<file path="src/rtl/dmem_pkg.sv">
// Shared types and constants for the data-memory arbiter slice.
package dmem_pkg;

  typedef enum logic [1:0] {
    IDLE  = 2'd0,
    ISSUE = 2'd1,
    RESP  = 2'd2
  } state_e;

  localparam int NREQ = 2;

  localparam logic [2:0] F3_LB  = 3'b000;
  localparam logic [2:0] F3_LH  = 3'b001;
  localparam logic [2:0] F3_LW  = 3'b010;
  localparam logic [2:0] F3_LBU = 3'b100;
  localparam logic [2:0] F3_LHU = 3'b101;
  localparam logic [2:0] F3_SB  = 3'b000;
  localparam logic [2:0] F3_SH  = 3'b001;
  localparam logic [2:0] F3_SW  = 3'b010;

  // Width comes from the low two funct3 bits; anything not byte/half is a word.
  function automatic logic is_misaligned(input logic [1:0] f3_size, input logic [1:0] a_low);
    logic mis;
    case (f3_size)
      2'b00:   mis = 1'b0;
      2'b01:   mis = a_low[0];
      default: mis = (a_low != 2'b00);
    endcase
    return mis;
  endfunction

endpackage

</file>
<file path="src/rtl/dmem_arbiter_rr_arbiter2.sv">
// Two-way round-robin arbiter: on a tie, the requester not served last wins.
module rr_arbiter2 (
  input  logic [1:0] req,
  input  logic       last,
  output logic [1:0] grant
);

  always_comb begin
    grant = 2'b00;
    case (req)
      2'b01:   grant = 2'b01;
      2'b10:   grant = 2'b10;
      2'b11:   grant = last ? 2'b01 : 2'b10;
      default: grant = 2'b00;
    endcase
  end

endmodule

</file>
<file path="src/rtl/dmem_arbiter.sv">
// Shares one data-memory port between the core LSU and a debug/DMA port,
// one access every three cycles (IDLE grant, ISSUE strobe, RESP reply).
module dmem_arbiter
  import dmem_pkg::*;
#(
  parameter int DM_ADDRESS = 9,
  parameter int DATA_W     = 32
) (
  input  logic                    clk,
  input  logic                    rst_n,
  input  logic [NREQ-1:0]         req,
  input  logic [NREQ-1:0]         we,
  input  logic [2*DM_ADDRESS-1:0] addr,
  input  logic [2*DATA_W-1:0]     wdata,
  input  logic [5:0]              funct3,
  output logic [NREQ-1:0]         gnt,
  output logic [NREQ-1:0]         rvalid,
  output logic [DATA_W-1:0]       rdata,
  output logic                    err,
  output logic                    mem_read,
  output logic                    mem_write,
  output logic [DM_ADDRESS-1:0]   mem_a,
  output logic [DATA_W-1:0]       mem_wd,
  output logic [2:0]              mem_funct3,
  input  logic [DATA_W-1:0]       mem_rd
);

  state_e                state_q, state_d;
  logic                  last_q, last_d;
  logic                  sel_q, sel_d;
  logic                  we_q, we_d;
  logic [DM_ADDRESS-1:0] addr_q, addr_d;
  logic [DATA_W-1:0]     wdata_q, wdata_d;
  logic [2:0]            f3_q, f3_d;

  logic [1:0] grant;
  logic       win;
  logic       mis;

  rr_arbiter2 u_arb (
    .req   (req),
    .last  (last_q),
    .grant (grant)
  );

  assign win = grant[1];
  assign mis = is_misaligned(f3_q[1:0], addr_q[1:0]);

  always_comb begin
    state_d   = state_q;
    last_d    = last_q;
    sel_d     = sel_q;
    we_d      = we_q;
    addr_d    = addr_q;
    wdata_d   = wdata_q;
    f3_d      = f3_q;
    gnt       = '0;
    rvalid    = '0;
    err       = 1'b0;
    rdata     = '0;
    mem_read  = 1'b0;
    mem_write = 1'b0;

    case (state_q)
      IDLE: begin
        if (|req) begin
          state_d = ISSUE;
          gnt     = grant;
          last_d  = win;
          sel_d   = win;
          we_d    = we[win];
          addr_d  = win ? addr[2*DM_ADDRESS-1:DM_ADDRESS] : addr[DM_ADDRESS-1:0];
          wdata_d = win ? wdata[2*DATA_W-1:DATA_W] : wdata[DATA_W-1:0];
          f3_d    = win ? funct3[5:3] : funct3[2:0];
        end
      end
      ISSUE: begin
        state_d = RESP;
        if (!mis) begin
          mem_read  = !we_q;
          mem_write = we_q;
        end
      end
      RESP: begin
        state_d = IDLE;
        rvalid  = sel_q ? 2'b10 : 2'b01;
        err     = mis;
        rdata   = (!we_q && !mis) ? mem_rd : '0;
      end
      default: state_d = IDLE;
    endcase

    // Reset is synchronous, so outputs are forced quiet while it is held.
    if (!rst_n) begin
      gnt       = '0;
      rvalid    = '0;
      err       = 1'b0;
      rdata     = '0;
      mem_read  = 1'b0;
      mem_write = 1'b0;
    end
  end

  assign mem_a      = rst_n ? addr_q  : '0;
  assign mem_wd     = rst_n ? wdata_q : '0;
  assign mem_funct3 = rst_n ? f3_q    : '0;

  always_ff @(posedge clk) begin
    if (!rst_n) begin
      state_q <= IDLE;
      last_q  <= 1'b1;
      sel_q   <= 1'b0;
      we_q    <= 1'b0;
      addr_q  <= '0;
      wdata_q <= '0;
      f3_q    <= '0;
    end else begin
      state_q <= state_d;
      last_q  <= last_d;
      sel_q   <= sel_d;
      we_q    <= we_d;
      addr_q  <= addr_d;
      wdata_q <= wdata_d;
      f3_q    <= f3_d;
    end
  end

endmodule

</file>
<file path="config.mk">
export PLATFORM = sky130hd
export DESIGN_NAME = dmem_arbiter
export DESIGN_NICKNAME = d
export VERILOG_FILES = /design/src/rtl/dmem_pkg.sv /design/src/rtl/dmem_arbiter_rr_arbiter2.sv /design/src/rtl/dmem_arbiter.sv
export SDC_FILE = /design/constraint.sdc
export NUM_CORES = 1
export LEC_CHECK = 0
export ABC_AREA = 1
export BUFFER_PORTS_ARGS = -buffer_cell sky130_fd_sc_hd__clkbuf_2
export CORE_AREA = 2 2 94 96
export CTS_CLUSTER_DIAMETER = 50
export DETAILED_ROUTE_END_ITERATION = 6
export DIE_AREA = 0 0 96 98
export GPL_TIMING_DRIVEN = 0
export PLACE_DENSITY = 0.79
export SETUP_SLACK_MARGIN = 0.2
export SLEW_MARGIN = 40
export SYNTH_ARGS = -nofsm -noshare
export SYNTH_HDL_FRONTEND = slang
export SYNTH_SLANG_ARGS = --single-unit
</file>
<file path="constraint.sdc">
create_clock -name clk -period 1.1 [get_ports clk]
set_input_delay 0.22 -clock clk [delete_from_list [all_inputs] [get_ports clk]]
set_output_delay 0.22 -clock clk [all_outputs]
set_load 0.05 [all_outputs]
</file>
Word-level counts from Yosys, hierarchy flattened:

Cells that the tools add are included.

* logic and storage cells: 53
* input port bits: 126
* output and inout port bits: 83
* register bits: 49

* mux-type cells: 30
* equal/unequal tests: 7
* magnitude comparators: 1
* reduce and logical (&&, ||, !) cells: 8

Operator list (count)
* 32-bit 2-to-1 mux: 5
* 9-bit 2-to-1 mux: 2
* 2-bit 2-to-1 mux: 8
* 1-bit 2-to-1 mux: 10
* 2-bit by 1-bit == test with 1-bit output, second input constant: 3
* 2-bit == test, second input constant: 3
* 3-bit 2-to-1 mux: 2
* 2-bit case mux with 3 select lines: 1
* 2-bit logical NOT: 2
* 2-bit case mux with 2 select lines: 1
* 1-bit logical NOT: 2
* 1-bit by 2-bit < comparator with 1-bit output, second input constant: 1
* 2-bit != test, second input constant: 1
* 1-bit case mux with 2 select lines: 1
* 2-bit AND reduction: 1
* 2-bit nonzero test: 1
* 2-bit OR reduction: 1
* 1-bit logical AND: 1

Depth between registers and ports, before layout:

* word-level depth: 7
* depth in mapped cells: 7
* depth with buffers taken out: 6

Hierarchy:

A second synthesis with hierarchy kept.

* cell total of the unflattened synthesis: 677
* area total of the unflattened synthesis: 3418.3 um^2

By module, submodules not included
* dmem_arbiter: times used 1, area an instance 3397.0 um^2, cells an instance 672, sequential area each 980.9 um^2
* rr_arbiter2: times used 1, area an instance 21.3 um^2, cells an instance 5, sequential area each 0.0 um^2

Worst setup path after synthesis:

OpenSTA, ideal clock, no wires.

* kind: in2out
* start: in rst_n
* end: out gnt[0]
* data arrival time: 1.783 ns
* slack: -0.903 ns
* stages: 5
* buffers on the path: 3
* cell sequence: buf_2 > buf_4 > buf_6 > inv_1 > nor3_1

* longest elaborated chain between the ends: 1

Ends and longest elaborated chain
* start: declaration: line dmem_arbiter.sv:10 `input logic rst_n,`
* 2-bit 2-to-1 mux: line dmem_arbiter.sv:94 `if (!rst_n) begin`
* end: declaration: line dmem_arbiter.sv:16 `output logic [NREQ-1:0] gnt,`

Every way passes these cells.

Final worst setup path:

* start: reg f3_q[1]
* end: out rdata[26]

* longest elaborated chain between the ends: 7

Ends and longest elaborated chain
* start: declaration: line dmem_arbiter.sv:34 `logic [2:0] f3_q, f3_d;`
* start signal: assignment: line dmem_arbiter.sv:116 `f3_q <= '0;`
* start signal: assignment: line dmem_arbiter.sv:124 `f3_q <= f3_d;`
* 2-bit by 1-bit == test with 1-bit output or 2-bit logical NOT (tied branches): line dmem_pkg.sv:24 `case (f3_size)`
* 1-bit case mux with 2 select lines *: line dmem_pkg.sv:24
* 1-bit logical NOT *: line dmem_arbiter.sv:88 `rdata = (!we_q && !mis) ? mem_rd : '0;`
* 1-bit logical AND *: line dmem_arbiter.sv:88
* 32-bit 2-to-1 mux *: line dmem_arbiter.sv:88
* 32-bit 2-to-1 mux *: line dmem_arbiter.sv:64 `case (state_q)`
* 32-bit 2-to-1 mux *: line dmem_arbiter.sv:94
* end: declaration: line dmem_arbiter.sv:18 `output logic [DATA_W-1:0] rdata,`

Every way passes the cells marked *; elsewhere a longest branch is shown, timed or not.

==> flow_summary.ini <==
[run_status]
status = finished, violations left
violations = negative setup slack

[synthesis]
yosysWarnings = 0
synth.cell_area_sq_um = 3180
synth-xor-area-share_pct = 0
avgSynthCellArea_sq_um = 5.87
synth_cells = 542
synth_adder_area_share_pct = 0
synth_nets = 668
ys_ff_latch = 49
synth_mux_area_share_pct = 0
synth_cell_types = 21
synth_top_family_by_area = simple AND/OR/NAND/NOR gates
synth.yosys.seq_area_share_pct = 30.8
yosys.area_share.simple_pct = 39.0
synth-compound-area-share_pct = 11.2

[grt]
grt_pass1_vias = 4617
grt_max_degree = 15
antenna_found_initial = 0
gr-usage-met1_pct = 29.5
grt_pass1_wl_mm = 21.5
grtUsageMet2_pct = 54.3
grt_usage_pct = 29.0
grt_busiest_layer = met2
grt_util_met3_pct = 8.41
overflow = 0

[die]
die_x_um = 96
die_h_um = 98
core-area_sq_um = 8470
num_rows = 34
initial_core_util_pct = 37.6
top_level_ports = 209
die_area_sq_um = 9410

[critical_path]
slowest_stage = dfxtp_4
crit_fanout = 8
cp_top_family = buffers and inverters
cpMostUsedCell = nor2_4
critPathLaunch = f3_q[1]$_SDFFE_PN0P_
worst-path-buf-inv = 3
crit_type = reg2out
critical_path_arrival_ns = 1.61
crit_path_cell_trace = nor2_4 > a21oi_4 > nor2_4 > buf_12 > buf_6 > nand2_2 > nor2_4 > buf_8
worstSetupStartpointType = register
r2r_start = state_q[1]$_SDFFE_PN0P_
endpoint_kind = output pin
slowest_delay_ns = 0.38
crit_required_ns = 0.88

[clock_tree]
cts_htree_levels = 2
clockBufferDepth = 2
clock_latency_ns = 0.30
cts_tree = built
cts_made_buffers = 5
clk_pin_slew_worst_paths_ns = 0.10
cts.sinks = 49
cts_hold_buf = 0
root_buffer = clkbuf_8

[timing]
setup_violations = 131
fin_crit_ns = 1.83
final_max_slew_viol_count = 0
rsz0062_at_grt = true
tns_ns = -50.68
min_period_over_period_pct = 166
relSlewSlack_pct = 78.7
tightest_slew_ns = 0.319
worst_clock_skew_ns = 0.00569
hold_viol = 0
layout_setup_ws_ns = -0.731
max_freq_mhz = 546

[route]
dr.pass1.iters = 4
viasPerCell = 4.85
drt-total-wl_mm = 15.2
antenna_left = 0
vias = 4583
drt-initial-drc-count = 119
wire_per_inst_um = 16.1
drc = 0

[placed_design]
io_buffers = 207
finalWeightedCongestion = 0.783
pre_cts_slack_ns = -0.486
dp.cells = 857
dpl.hpwl_mm = 8.05

[power_and_ir_drop]
ir_drop_v = 0.000668
power.density_nw_per_um2 = 903
leakagePower_uw = 0.00363
total_power_uw = 6700

[finish]
drive_gt1_share_pct = 68.7
syn2layout_area_growth_pct = 133
nets = 962
layoutNonFillerInstCount = 945
nFillCells = 421
n_antenna_cell = 0

[worst_hold_path]
hp-start = wdata[27]
hold_path_class = in2reg

[run]
drv_cap = 0
flip-flops by register name (all words and copies together), names as in the netlist:
| signal | count |
|---|---|
| we_q | 1 |
| state_q | 2 |
| last_q | 1 |
| wdata_q | 32 |
| addr_q | 9 |
| sel_q | 1 |
| f3_q | 3 |
path summary, 6_finish.rpt:
| check | to | slack (ns) | cells past startpoint |
|---|---|---|---|
| min | wdata_q[27]$_SDFFE_PN0P_ | 0.16 | 3 |
| max | rdata[26] | -0.73 | 8 |
| max reg2reg | wdata_q[12]$_SDFFE_PN0P_ | -0.56 | 11 |
| min reg2reg | sel_q$_SDFFE_PN0P_ | 0.55 | 2 |
layer usage:
layer,up-vias,wire [um]
met4,0,691
met1,2127,5120
met2,241,8090
li1,2154,-
met3,61,1290
met5,-,0
report_power, final:
part,internal (uW),switching [uW]
Clock,443,630
Sequential,1970,129
Combinational,1660,1870
placed cells by master (no fill, tap or decap), types with 31 or more instances in the layout:
| cell type | n |
|---|---|
| clkbuf_2 | 124 |
| buf_8 | 90 |
| nor2_1 | 83 |
| nand2_2 | 73 |
| nand2_1 | 67 |
| inv_1 | 50 |
| buf_4 | 47 |
| o21bai_1 | 44 |
| nor2_4 | 41 |
| nand2_4 | 39 |
| clkinvlp_4 | 31 |
| dfxtp_2 | 31 |
logic make-up (layout without fill, tap and decap cells):
family | Yosys count | in the layout
flip-flops | 49 | 49
buffers and inverters | 130 | 425
AO/OA/AOI/OAI | 48 | 48
AND/OR/NAND/NOR | 315 | 315
synthesized netlist by cell type (all sizes together):
cell type	n	share of area, %
nand2	180	22
nor2	129	16
inv	101	12
dfxtp	49	31
o21bai	44	10
buf	28	6.7
nand3	4	0.79
a21oi	3	0.59
nor3	2	0.31
clkinv	1	0.28
o211ai	1	0.24
timing repair:
action | in CTS | in global routing
pin swaps | 12 | 20
gates cloned | 13 | 0
gates resized for setup | 301 | 162
buffers inserted | 42 | 25
hold endpoints to repair | 0 | 0
setup endpoints to repair | 131 | 131
final cells by class:
type	instances	area, sq um	share of cell area [%]
Timing Repair Buffer	286	2850	38.4
Multi-Input combinational cell	363	2420	32.6
Sequential cell	49	1030	13.9
Inverter	102	522	7.03
Buffer	28	364	4.91
Tap cell	108	135	1.82
Clock buffer	6	72.6	0.978
Clock inverter	2	10.0	0.135
Timing Repair inverter	1	8.76	0.118
through the flow:
stage               cell area [sq um]  util [%]  hold slack [ns]
floorplan                        3860         -            0.384
global placement                 5030      59.4            0.472
detailed placement               5030      59.4            0.475
CTS                              6920      81.7            0.159
global route                     7420      87.7            0.171
finish                           7420      87.7            0.162
worst reg2reg max path, delay by kind of cell (launching register included):
kind	cells	cell delay, ns
AOI/OAI and AO/OA	1	0.15
buffers and inverters	7	0.78
DFF	1	0.37
and+or+nand+nor	3	0.28
Note: power is estimated with default switching activity, not from simulation.
